## src/rtl/signed_divider.sv

```systemverilog
//------------------------------------------------------------------------------
// Module   : signed_divider
// Brief    : Sequential sign-magnitude restoring divider, one quotient bit per
//            clock; companion of the 8x8 sign-magnitude multiplier.
// Revision : 1.0 - initial release
//------------------------------------------------------------------------------
`timescale 1ns/1ps
`default_nettype none

module signed_divider #(
    parameter int DVD_W = 14,
    parameter int DVS_W = 8
) (
    input  logic             clock,
    input  logic             reset_n,
    input  logic             start,
    input  logic             dividend_sign,
    input  logic [DVD_W-1:0] dividend,
    input  logic [DVS_W-1:0] divisor,
    output logic             busy,
    output logic             done,
    output logic [DVD_W-1:0] quotient,
    output logic [DVS_W-2:0] remainder,
    output logic             sign,
    output logic             zflag,
    output logic             div_by_zero
);

    localparam int MAG_W = DVS_W - 1;
    localparam int CNT_W = (DVD_W > 1) ? $clog2(DVD_W) : 1;
    localparam logic [CNT_W-1:0] C_LAST_CNT = CNT_W'(DVD_W - 1);

    typedef enum logic [1:0] {
        S_IDLE = 2'd0,
        S_CALC = 2'd1,
        S_DONE = 2'd2
    } state_t;

    state_t           state_q, state_d;
    logic [DVD_W-1:0] dvd_q, dvd_d;
    logic [DVS_W-1:0] prem_q, prem_d;
    logic [MAG_W-1:0] dvs_q, dvs_d;
    logic             dvd_sign_q, dvd_sign_d;
    logic             dvs_sign_q, dvs_sign_d;
    logic [CNT_W-1:0] cnt_q, cnt_d;
    logic [DVD_W-1:0] quo_q, quo_d;
    logic [MAG_W-1:0] rem_q, rem_d;
    logic             sign_q, sign_d;
    logic             zflag_q, zflag_d;
    logic             dbz_q, dbz_d;

    // One restoring step: {prem, dvd} shifted left, quotient bit enters dvd LSB.
    // A set prem MSB means the shifted value overflowed and is surely >= divisor.
    logic [DVS_W-1:0] w_shift;
    logic             w_ge;
    logic [DVS_W-1:0] w_prem_nxt;
    logic [DVD_W-1:0] w_dvd_nxt;
    logic             w_quo_zero;

    always_comb begin
        w_shift    = {prem_q[DVS_W-2:0], dvd_q[DVD_W-1]};
        w_ge       = prem_q[DVS_W-1] | (w_shift >= {1'b0, dvs_q});
        w_prem_nxt = w_ge ? (w_shift - {1'b0, dvs_q}) : w_shift;
        w_dvd_nxt  = {dvd_q[DVD_W-2:0], w_ge};
        w_quo_zero = (w_dvd_nxt == '0);
    end

    always_comb begin
        state_d    = state_q;
        dvd_d      = dvd_q;
        prem_d     = prem_q;
        dvs_d      = dvs_q;
        dvd_sign_d = dvd_sign_q;
        dvs_sign_d = dvs_sign_q;
        cnt_d      = cnt_q;
        quo_d      = quo_q;
        rem_d      = rem_q;
        sign_d     = sign_q;
        zflag_d    = zflag_q;
        dbz_d      = dbz_q;

        case (state_q)
            S_IDLE: begin
                if (start) begin
                    dvd_d      = dividend;
                    dvd_sign_d = dividend_sign;
                    dvs_sign_d = divisor[DVS_W-1];
                    dvs_d      = divisor[MAG_W-1:0];
                    prem_d     = '0;
                    cnt_d      = C_LAST_CNT;
                    state_d    = S_CALC;
                end
            end
            S_CALC: begin
                if (dvs_q == '0) begin
                    quo_d   = '1;
                    rem_d   = '0;
                    sign_d  = 1'b0;
                    zflag_d = 1'b0;
                    dbz_d   = 1'b1;
                    state_d = S_DONE;
                end else begin
                    dvd_d  = w_dvd_nxt;
                    prem_d = w_prem_nxt;
                    cnt_d  = cnt_q - 1'b1;
                    if (cnt_q == '0) begin
                        quo_d   = w_dvd_nxt;
                        rem_d   = w_prem_nxt[MAG_W-1:0];
                        sign_d  = (dvd_sign_q ^ dvs_sign_q) & ~w_quo_zero;
                        zflag_d = w_quo_zero;
                        dbz_d   = 1'b0;
                        state_d = S_DONE;
                    end
                end
            end
            S_DONE: begin
                state_d = S_IDLE;
            end
            default: begin
                state_d = S_IDLE;
            end
        endcase
    end

    always_ff @(posedge clock or negedge reset_n) begin
        if (!reset_n) begin
            state_q    <= S_IDLE;
            dvd_q      <= '0;
            prem_q     <= '0;
            dvs_q      <= '0;
            dvd_sign_q <= 1'b0;
            dvs_sign_q <= 1'b0;
            cnt_q      <= '0;
            quo_q      <= '0;
            rem_q      <= '0;
            sign_q     <= 1'b0;
            zflag_q    <= 1'b0;
            dbz_q      <= 1'b0;
        end else begin
            state_q    <= state_d;
            dvd_q      <= dvd_d;
            prem_q     <= prem_d;
            dvs_q      <= dvs_d;
            dvd_sign_q <= dvd_sign_d;
            dvs_sign_q <= dvs_sign_d;
            cnt_q      <= cnt_d;
            quo_q      <= quo_d;
            rem_q      <= rem_d;
            sign_q     <= sign_d;
            zflag_q    <= zflag_d;
            dbz_q      <= dbz_d;
        end
    end

    assign busy        = (state_q != S_IDLE);
    assign done        = (state_q == S_DONE);
    assign quotient    = quo_q;
    assign remainder   = rem_q;
    assign sign        = sign_q;
    assign zflag       = zflag_q;
    assign div_by_zero = dbz_q;

endmodule

`default_nettype wire

```

## config.mk

```make
export PLATFORM = sky130hd
export DESIGN_NAME = signed_divider
export DESIGN_NICKNAME = d
export VERILOG_FILES = /design/src/rtl/signed_divider.sv
export SDC_FILE = /design/constraint.sdc
export NUM_CORES = 1
export LEC_CHECK = 0
export ABC_AREA = 1
export CORE_ASPECT_RATIO = 1.4
export CORE_MARGIN = 1
export CORE_UTILIZATION = 50
export DETAILED_ROUTE_END_ITERATION = 10
export GPL_TIMING_DRIVEN = 0
export PLACE_DENSITY_LB_ADDON = 0.15
export SYNTH_ARGS = -nofsm -noshare
export SYNTH_HDL_FRONTEND = slang
export SYNTH_SLANG_ARGS = --single-unit
```

## constraint.sdc

```tcl
create_clock -name clock -period 2 [get_ports clock]
set_input_delay 0.3 -clock clock [delete_from_list [all_inputs] [get_ports clock]]
set_output_delay 0.3 -clock clock [all_outputs]
set_load 0.01 [all_outputs]
```

### Word level (Yosys, flattened, before mapping)

Index checks and enable logic that the tools add are counted.

* register bits: 61
* output and inout port bits: 26

* order comparisons: 1
* eq/ne operators: 5
* mux-type cells: 24
* bitwise gates (word level): 4
* reduce and logical (&&, ||, !) cells: 11
* add/subtract/negate cells: 2

Operators with widths (count)
* 2-to-1 mux 14 bit: 4
* case mux 14 bit (2 select lines): 1
* 2-to-1 mux 8 bit: 3
* case mux 8 bit (2 select lines): 1
* zero test 14 bit: 1
* 2-to-1 mux 7 bit: 2
* greater-or-equal comparator 8 x 7 -> 1 bit: 1
* 2-to-1 mux 4 bit: 2
* case mux 4 bit (2 select lines): 1
* subtractor 8 x 7 -> 8 bit: 1
* zero test 7 bit: 1
* 2-to-1 mux 1 bit: 6
* 2-to-1 mux 2 bit: 3
* AND reduction 2 bit: 3
* nonzero test 2 bit: 3
* zero test 4 bit: 1
* inequality test 2 bit, second input constant: 2
* case mux 2 bit (2 select lines): 1
* subtractor 4 x 1 -> 4 bit, second input constant: 1
* inequality test 3 bit, second input constant: 1
* AND reduction 3 bit: 1
* equality test 2 x 1 -> 1 bit, second input constant: 1
* equality test 2 bit, second input constant: 1
* zero test 2 bit: 1
* 4 further kinds: 4

### Longest topological paths before layout

Gate-level depths: netlist (run 1).

* word-level depth: 7
* gate-level depth with buffers: 15

### Worst setup path after synthesis (run 1)

Ideal clock, no wire load.

* path type: flip-flop to flip-flop
* from: reg dvd_q[13]
* to: reg sign_q (netlist: sign)
* path buffers: 1
* cell stages (with the launch flop): 14
* required time: 1.883 ns
* arrival: 1.698 ns
* period minus slack after synthesis: 1.815 ns
* library setup time: 0.117 ns
* setup slack: 0.185 ns
* path through: dfrtp_1 > inv_1 > ha_1 > inv_1 > fa_1 > nand3_1 > nand3_2 > nand2_2 > nand2_2 > buf_6 > inv_8 > nand3_2 > nand3_1 > nand2_1

* word-level cells in the longest chain between the ends: 7

RTL lines
* start, declared: line 40 `logic [DVD_W-1:0] dvd_q, dvd_d;`
* start signal, assigned: line 141 `dvd_q <= dvd_d;`
* greater-or-equal comparator 8 x 7 -> 1 bit: line 62 `w_ge = prem_q[DVS_W-1] | (w_shift >= {1'b0, dvs_q});`
* bitwise OR 1 bit: line 62
* zero test 14 bit: line 65 `w_quo_zero = (w_dvd_nxt == '0);`
* inverter 1 bit: line 109 `sign_d = (dvd_sign_q ^ dvs_sign_q) & ~w_quo_zero;`
* bitwise AND 1 bit: line 109
* 2-to-1 mux 1 bit: line 106 `if (cnt_q == '0) begin`
* 2-to-1 mux 1 bit: line 95 `if (dvs_q == '0) begin`
* end signal, assigned: line 149 `sign_q <= sign_d;`
* end, declared: line 48 `logic sign_q, sign_d;`

No other way between the ends. The select of a mux whose other input is x is not followed.
A chain may end at the register's enable or synchronous reset.

### Final worst setup path (run 1)

Same ends and word-level chain as after synthesis.

==> results of run 1 <==
[power groups by stage]
stage / registers [W] / clock network (W) / logic [W]
after floorplan: 0.00221 / 0 / 0.00302
after global placement: 0.00218 / 0 / 0.00426
after detailed placement: 0.00219 / 0 / 0.00434
after CTS: 0.00218 / 0.00114 / 0.00437
after global routing: 0.00225 / 0.00118 / 0.00510
final: 0.00218 / 0.00111 / 0.00453
[what timing repair did]
action / in CTS / in global routing
pin swaps: 0 / 2
resized for setup: 1 / 9
cloned: 0 / 1
endpoints found under the setup margin: 7 / 15
hold endpoints to repair: 10 / 0
buffers inserted: 0 / 2
hold buffers: 1 / 0
[placed cells by master, fill, tap and decap left out, types with 6 or more instances in the layout]
| cell | netlist | final |
|---|---|---|
| nand2_1 | 127 | 127 |
| dfrtp_1 | 61 | 61 |
| clkdlybuf4s50_1 | 0 | 50 |
| inv_1 | 40 | 38 |
| nor2_1 | 26 | 26 |
| o21ai_0 | 25 | 25 |
| nand3_1 | 26 | 24 |
| o21ai_1 | 13 | 13 |
| clkbuf_8 | 0 | 11 |
| buf_2 | 8 | 9 |
| nand2_2 | 7 | 6 |
| ha_1 | 8 | 6 |
[how the worst min path moves through the flow]
stage	end	cells after the start
CTS	prem_q[7]	2
global placement	quotient[7]	2
finish	quotient[10]	2
floorplan	cnt_q[0]	0
global route	dvd_q[1]	2
detailed placement	state_q[0]	1
[worst reg2reg max path, cell delays in order, from the launching register on]
cell and delay [ps]:
dfrtp_1 370, inv_2 70, ha_2 170, inv_2 50
fa_2 370, nand3_2 80, nand3_2 80, nand2_2 90
nand2_4 90, buf_8 150, inv_8 60, nand3_2 80
nand3_2 70, nand2_1 50
[layout make-up]
class | count | area, sq um
Timing Repair Buffer | 56 | 576
Multi-Input combinational cell | 273 | 1410
Sequential cell | 61 | 1530
Clock buffer | 12 | 155
Fill cell | 558 | 2100
Tap cell | 72 | 90.1
Buffer | 15 | 116
Inverter | 47 | 188
Clock inverter | 3 | 45.0
[per-layer routing]
metal  share of wire [%]  routed length, microns
met1                  40                    3040
met2                  54                    4120
met3                 3.9                     292
met4                 1.5                     112
met5                   0                       0
[Yosys cell counts (2+ instances only)]
cell type  number  area share [%]
nand2_1       127              15
dfrtp_1        61              48
inv_1          40             4.7
nand3_1        26             4.1
nor2_1         26             3.0
o21ai_0        25             3.9
o21ai_1        13             2.0
buf_2           8             1.2
ha_1            8             3.1
nand2_2         7             1.4
buf_6           6             2.1
a21oi_1         5            0.78
a21oi_2         4             1.1
or2_1           4            0.78
inv_2           3            0.35
nand3_2         3            0.93
nand4_1         3            0.58
nor2_4          2            0.70
nor3_1          2            0.31
nor3_2          2            0.62
o211ai_1        2            0.47
o211ai_2        2            0.78
xnor2_1         2            0.55
[state kept, by name, summed over array words and instances (netlist names)]
register     cells
quotient        14
prem_q           8
dvs_q            7
sign             1
div_by_zero      1
dvs_sign_q       1
remainder        7
cnt_q            4
state_q          2
zflag            1
dvd_q           14
dvd_sign_q       1
[per-stage QoR]
step / util [%] / setup slack [ps]
3_5_place_dp: 61.6 / -29.3
3_3_place_gp: 61.4 / -1360
2_1_floorplan: - / 185
4_1_cts: 65.0 / 10.9
5_1_grt: 66.1 / -2.63
6_report: 66.1 / 98.9
[kinds of logic (layout without fill, tap and decap cells)]
kind of cell / after synthesis / count (layout) / share of synthesized area (%)
XOR/XNOR: 3 / 3 / 0.818
flip-flops: 61 / 61 / 47.5
AND/OR/NAND/NOR: 205 / 205 / 28.0
buffers and inverters: 62 / 133 / 9.35
adder cells (fa/ha/maj): 9 / 9 / 3.74
AO/OA/AOI/OAI: 56 / 56 / 10.6
==> flow_summary.yaml, run 1 <==
global_route:
  grt_max_degree: 35
  grt-ovfl-total: 0
  grt_pass1_wl_microns: 12800
  gr-usage-met3_pct: 3.96
  grt_util_met1_pct: 28.4
  grt_pass1_vias: 2702
  top_usage_layer: "met2"
  antenna_found_initial: 0
  grt_use_total_pct: 24.3
  met2_usage_pct: 44.4
cells_and_area:
  stdcell_area_sq_um: 4110
  drive_gt1_share_pct: 15.4
  n_antenna_cell: 0
  final_nets: 498
  layout.cells.non_filler: 539
  syn2layout_area_growth_pct: 27.9
power_and_ir_drop:
  p_leak_nw: 1.99
  share_comb_of_total_power_pct: 57.9
  peakVddDrop_mv: 1.16
  p_seq_share_pct: 27.8
  clkPwrFrac_pct: 14.2
  power_switching_share_pct: 44.2
  power.density_nw_per_um2: 1910
  p_int_w: 0.00437
  total_power_w: 0.00783
  switching_power_w: 0.00346
timing:
  worstMarginPinSlew_ps: 652
  finClkSkew_ps: 5.87
  finalMaxSlewViolations: 0
  final.period_utilization_pct: 95.1
  hold_viol: 0
  period_needed_ps: 1900
  fin_tns_setup_ps: 0
  relSlewSlack_pct: 56.5
  fmax_ghz: 0.526
  setup-violations-final: 0
  whs_ps: 484
critical_path:
  cp-start-kind: "flip-flop"
  path_cells: "inv_2 -> ha_2 -> inv_2 -> fa_2 -> nand3_2 -> nand3_2 -> nand2_2 -> nand2_4 -> buf_8 -> inv_8 -> nand3_2 -> nand3_2 -> nand2_1"
  reg2reg_depth: 13
  rr_endpoint: "sign"
  cp_top_family: "adder cells"
  slowest_stage: "dfrtp_1"
  worst-r2r-setup-slack_ps: 100
  worst_path_largest_cell_delay_ps: 370
  critPathBufInv: 4
  worst_ep_arrival_time_ps: 2140
  cp-end-kind: "flip-flop"
  critPathLaunch: "dvd_q[13]"
  cpMostUsedCell: "nand3_2"
  crit_end: "sign"
  cp.depth: 13
  crit_type: "flip-flop to flip-flop"
  r2r-start: "dvd_q[13]"
  path_max_fanout: 6
  required_ps: 2230
yosys:
  ys_seq_elements: 61
  ys_async_sr_fraction_pct: 100
  syn_area_sq_um: 3210
  synth_cells: 396
  syn_avg_cell_area_sq_um: 8.11
  syn-num-nets: 431
  synthFlopType: "dfrtp_1"
  yosysWarnings: 0
  synth_edf_count: 0
  ys_seq_area_share_pct: 47.5
  synth_cell_type_count: 38
status:
  status: "completed"
clock_tree:
  htreeDepth: 3
  cts_tree: "yes"
  cts.sink_count: 61
  clk_latency_ps: 340
  cts_root_buffer: "clkbuf_8"
  clk_pin_slew_ps: 70
  cts_buffer_depth: 2
  cts_buffers: 9
drt:
  dr.pass1.iters: 4
  ant_nets: 0
  vias: 2744
  drcViolationCount: 0
  viasPerCell: 5.09
  drt_wl_total_microns: 7560
  drt_iter0_drc: 170
  post_drt_wl_per_cell_microns: 14.0
floorplanning:
  core-area_sq_um: 6210
  die_y_microns: 96.8
  initial_core_util_pct: 51.7
  io_pins: 52
  rows: 34
  die_width_microns: 69.7
  die-area_sq_um: 6750
placement:
  port_buffers: 51
  gp_congestion: 0.908
  place_inst: 520
  placed_cell_area_sq_um: 3830
  hpwl_microns: 5690
hold_path:
  hold_class: "flip-flop to flip-flop"
  worstHoldStart: "quotient[10]"
flow_run:
  maxCapViolCount: 0
(Power assumes the default switching activity.)
==> inputs of run 2 (changes only) <==
==> constraint.sdc (replaced) <==
create_clock -name clock -period 2.4 [get_ports clock]
set_input_delay 0.36 -clock clock [delete_from_list [all_inputs] [get_ports clock]]
set_output_delay 0.36 -clock clock [all_outputs]
set_load 0.01 [all_outputs]
==> run 2 against run 1 <==
  * Count of clock-buffer cells in the layout did not move
  * Die area did not move
  * Via count fell by 1.8%
  * Cell area fell by 1.9%
  * Worst hold slack got worse by 440 ps
  * Sequential share of layout area rose by 0.74 points
  * Largest power group unchanged
  * Power fell by 19%
  * Sequential power fell by 17%
  * Highest routed layer unchanged
==> flow_summary.yaml, run 2 (synthesis results as in run 1) <==
status:
  status: "completed"
critical_path:
  r2r-start: "dvd_q[13]"
  path_max_fanout: 10
  cp-start-kind: "flip-flop"
  worst_path_largest_cell_delay_ps: 430
  worst_ep_arrival_time_ps: 2280
  required_ps: 2630
  worst-r2r-setup-slack_ps: 360
  cp-end-kind: "flip-flop"
  critPathBufInv: 4
  cp_top_family: "simple AND/OR/NAND/NOR gates"
  slowest_stage: "fa_1"
  path_cells: "inv_1 -> ha_1 -> inv_1 -> fa_1 -> nand3_1 -> nand3_2 -> nand2_2 -> nand2_2 -> buf_6 -> inv_8 -> nand3_2 -> nand3_1 -> nand2_1"
  reg2reg_depth: 13
  rr_endpoint: "sign"
  crit_type: "flip-flop to flip-flop"
clock_tree:
  clk_latency_ps: 340
  clk_pin_slew_ps: 70
  cts_tree: "yes"
  ctsResizeCount: 0
  cts_buffer_depth: 2
  cts.sink_count: 61
  post_cts_buffers: 0
  htreeDepth: 3
  cts_root_buffer: "clkbuf_8"
  holdBufCountCts: 0
  cts_buffers: 9
hold_path:
  hold_class: "input pin to asynchronous set/reset pin"
power_and_ir_drop:
  clkPwrFrac_pct: 14.6
  total_power_w: 0.00634
  power_switching_share_pct: 44.4
  switching_power_w: 0.00282
  power.density_nw_per_um2: 1570
  p_seq_share_pct: 28.6
  peakVddDrop_mv: 0.949
  p_leak_nw: 1.97
  share_comb_of_total_power_pct: 56.8
  p_int_w: 0.00353
global_route:
  grt_pass1_wl_microns: 12800
  antenna_found_initial: 0
  grt_pass1_vias: 2705
  grt-ovfl-total: 0
  grt_use_total_pct: 24.4
  grt_max_degree: 35
timing:
  finClkSkew_ps: 6.66
  period_needed_ps: 2040
  worstMarginPinSlew_ps: 652
  fmax_ghz: 0.489
  hold_viol: 0
  rsz0062_at_grt: "false"
  finalMaxSlewViolations: 0
  final.period_utilization_pct: 85.2
  setup-violations-final: 0
  relSlewSlack_pct: 56.5
cells_and_area:
  layout_commonest_cell: "nand2_1"
  syn2layout_area_growth_pct: 25.4
  final_cell_mix: "nand2_1 (127), dfrtp_1 (61), clkdlybuf4s50_1 (50), inv_1 (40)"
  drive_gt1_share_pct: 13.2
  n_antenna_cell: 0
  layout.cells.non_filler: 535
  final_nets: 494
floorplanning:
  die-area_sq_um: 6750
  die_width_microns: 69.7
  die_y_microns: 96.8
  rows: 34
  core-area_sq_um: 6210
  io_pins: 52
  initial_core_util_pct: 51.7
drt:
  vias: 2694
  drcViolationCount: 0
  drt_wl_total_microns: 7490
  post_drt_wl_per_cell_microns: 14.0
  drt_iter0_drc: 143
  dr.pass1.iters: 5
  viasPerCell: 5.04
  ant_nets: 0
placement:
  place_inst: 520
  hpwl_microns: 5690
  gp_congestion: 0.908
  port_buffers: 51
flow_run:
  maxCapViolCount: 0
[run 2: cell type report]
cell class / instances / area (sq um)
Buffer: 15 / 113
Clock buffer: 12 / 155
Clock inverter: 3 / 45.0
Fill cell: 564 / 2180
Inverter: 47 / 188
Multi-Input combinational cell: 273 / 1390
Sequential cell: 61 / 1530
Tap cell: 72 / 90.1
Timing Repair Buffer: 52 / 526
[run 2: worst max path at each step]
stage	end	startpoint	cells after the start
after floorplan	sign	dvd_q[13]	13
after global routing	sign	dvd_q[13]	13
after global placement	prem_q[7]	reset_n	1
after CTS	sign	dvd_q[13]	13
after detailed placement	sign	dvd_q[13]	13
final	sign	dvd_q[13]	13
[run 2: power groups by stage]
stage / logic (W) / registers [W] / clock network [W]
global route: 0.00408 / 0.00187 / 0.000987
global placement: 0.00355 / 0.00182 / 0
floorplan: 0.00252 / 0.00184 / 0
detailed placement: 0.00362 / 0.00183 / 0
finish: 0.00360 / 0.00181 / 0.000925
CTS: 0.00364 / 0.00182 / 0.000950
[run 2: per-layer routing]
| layer | wire (microns) | global-route usage (%) | up-vias | share of wire, % |
|---|---|---|---|---|
| met5 | 0 | 0 | - | 0 |
| met4 | 91 | 8.62 | 0 | 1.2 |
| met2 | 4110 | 44.4 | 46 | 55 |
| met1 | 3080 | 28.5 | 1266 | 41 |
| met3 | 208 | 3.96 | 8 | 2.8 |
| li1 | - | - | 1374 | - |
[run 2: through the flow]
stage | worst slack, ps | area, sq um | hold WS, ps | setup TNS (ps) | util [%]
global route | 205 | 4030 | 93.7 | 0 | 64.8
global placement | -1020 | 3810 | 464 | -61970 | 61.4
floorplan | 585 | 3210 | 64.4 | 0 | -
detailed placement | 371 | 3830 | 421 | 0 | 61.6
CTS | 347 | 4030 | 53.6 | 0 | 64.8
finish | 355 | 4030 | 40.5 | 0 | 64.8
==> inputs of run 3 (changes only) <==
--- a/config.mk
+++ b/config.mk
@@ -10,6 +10,7 @@
 export CORE_MARGIN = 1
 export CORE_UTILIZATION = 50
 export DETAILED_ROUTE_END_ITERATION = 10
+export DONT_BUFFER_PORTS = 1
 export GPL_TIMING_DRIVEN = 0
 export PLACE_DENSITY_LB_ADDON = 0.15
 export SYNTH_ARGS = -nofsm -noshare
==> run 3 against run 2 <==
  * Clock power fell by 0.8%
  * Maximum frequency rose by 1.6%
  * Non-clock buffer count decreased by 50
  * Register-to-register slack better by 30 ps
  * Critical path depth unchanged
  * Via count down 4.8%
  * Clock skew rose by 6.3 ps
  * Largest cell class unchanged
==> flow_summary.yaml, run 3 (synthesis results as in run 1) <==
timing:
  relSlewSlack_pct: 77.9
  rsz0062_at_grt: "false"
  final.period_utilization_pct: 83.8
  finalMaxSlewViolations: 0
  period_needed_ps: 2010
  whs_ps: 137
  fmax_ghz: 0.497
  hold_viol: 0
  worstMarginPinSlew_ps: 331
  finClkSkew_ps: 13.0
  setup-violations-final: 0
  fin_tns_setup_ps: 0
hold_path:
  worstHoldStart: "divisor[0]"
  hold_end: "dvs_q[0]"
  hold_class: "input pin to flip-flop"
  min_delay_path_depth: 2
critical_path:
  rr_endpoint: "sign"
  cp-end-kind: "flip-flop"
  required_ps: 2630
  crit_type: "flip-flop to flip-flop"
  path_cells: "inv_1 -> ha_1 -> inv_1 -> fa_1 -> nand3_1 -> nand3_2 -> nand2_2 -> nand2_2 -> buf_6 -> inv_8 -> nand3_2 -> nand3_1 -> nand2_1"
  r2r-start: "dvd_q[13]"
  critPathBufInv: 4
  worst_ep_arrival_time_ps: 2240
  path_max_fanout: 10
  reg2reg_depth: 13
  worst_path_largest_cell_delay_ps: 420
  slowest_stage: "fa_1"
  cp_top_family: "simple AND/OR/NAND/NOR gates"
  cp-start-kind: "flip-flop"
  worst-r2r-setup-slack_ps: 390
cells_and_area:
  post-route-util_pct: 57.0
  syn2layout_area_growth_pct: 10.2
  fillers: 593
  multi_input_area_sq_um: 1390
  drive_gt1_share_pct: 15.0
  n_antenna_cell: 0
  layout_commonest_cell: "nand2_1"
  final_nets: 444
  seq_area_sq_um: 1530
  final_cell_mix: "nand2_1 (127), dfrtp_1 (61), inv_1 (40), nor2_1 (26), nand3_1 (26)"
  stdcell_area_sq_um: 3540
global_route:
  grt_pass1_wl_microns: 12400
  grt-ovfl-total: 0
  grt_pass1_vias: 2617
  antenna_found_initial: 0
  grt_max_degree: 62
  grt_use_total_pct: 23.6
power_and_ir_drop:
  p_leak_nw: 1.78
  peakVddDrop_mv: 0.705
  power.density_nw_per_um2: 1680
drt:
  post_drt_wl_per_cell_microns: 14.8
  dr.pass1.iters: 5
  drcViolationCount: 0
  ant_nets: 0
  viasPerCell: 5.28
  drt_iter0_drc: 156
  vias: 2564
  drt_wl_total_microns: 7180
floorplanning:
  die_width_microns: 69.7
  die-area_sq_um: 6750
  rows: 34
  io_pins: 52
  initial_core_util_pct: 51.7
  die_y_microns: 96.8
  core-area_sq_um: 6210
clock_tree:
  cts_root_buffer: "clkbuf_8"
  cts.sink_count: 61
  ctsResizeCount: 0
  cts_buffers: 9
  clk_pin_slew_ps: 70
  cts_tree: "yes"
  clk_latency_ps: 340
  htreeDepth: 3
  cts_buffer_depth: 2
placement:
  port_buffers: 0
  hpwl_microns: 5410
  gp_congestion: 0.883
  placed_cell_area_sq_um: 3300
flow_run:
  maxCapViolCount: 0
status:
  status: "completed"
==> run 3: changes by cell type in the layout (fill, tap and decap cells not counted) <==
cell / previous run / this run
buf_12: 1 / 0
clkbuf_1: 1 / 0
clkdlybuf4s50_1: 50 / 0
clkinvlp_4: 2 / 3
buf_16: 0 / 1
buf_2: 9 / 8
clkinv_2: 1 / 3
dlygate4sd3_1: 0 / 1
clkbuf_8: 11 / 10
==> run 3: worst register-to-register path, stage by stage, from the launching register on <==
cell and delay (ps):
dfrtp_1 360, inv_1 100, ha_1 150, inv_1 70
fa_1 420, nand3_1 130, nand3_2 90, nand2_2 70
nand2_2 80, buf_6 170, inv_8 60, nand3_2 70
nand3_1 80, nand2_1 50
==> run 3: worst max path at each step <==
stage / cells after the start / end / start
final: 13 / sign / dvd_q[13]
after global routing: 13 / prem_q[0] / dvd_q[13]
after CTS: 13 / sign / dvd_q[13]
after detailed placement: 13 / sign / dvd_q[13]
after global placement: 13 / sign / dvd_q[13]
after floorplan: 13 / sign / dvd_q[13]
==> run 3: where the power goes <==
| group | switching [W] | total [W] | internal, W |
|---|---|---|---|
| clock | 0.000414 | 0.000918 | 0.000503 |
| sequential | 0.000396 | 0.00192 | 0.00152 |
| combinational | 0.00196 | 0.00313 | 0.00116 |
==> run 3: layout make-up <==
cell class | instances | share of cell area (%)
flip-flops and latches | 61 | 43.1
multi-input cells | 273 | 39.1
inverters | 47 | 5.30
clock buffers | 10 | 3.89
plain buffers | 15 | 3.18
well taps | 72 | 2.55
clock inverters | 6 | 1.77
repair buffers | 2 | 1.06
==> run 3: per-layer routing <==
metal | share of wire (%) | global-route usage (%)
met5 | 0 | 0
met3 | 4.3 | 5.63
met1 | 40 | 27.8
met2 | 51 | 40.0
met4 | 3.7 | 11.7
==> run 3: timing repair <==
| action | 4_1_cts | 5_1_grt |
|---|---|---|
| setup endpoints to repair | 0 | 0 |
| hold endpoints to repair | 61 | 0 |
| buffers inserted | 0 | 0 |
| hold buffers | 2 | 0 |
==> run 3: through the flow <==
stage | setup WS, ps | instances | total power [W]
after floorplan | 585 | 396 | 0.00436
after global placement | 403 | 468 | 0.00498
after detailed placement | 385 | 468 | 0.00506
after CTS | 381 | 486 | 0.00602
after global routing | 224 | 486 | 0.00656
final | 388 | 486 | 0.00596
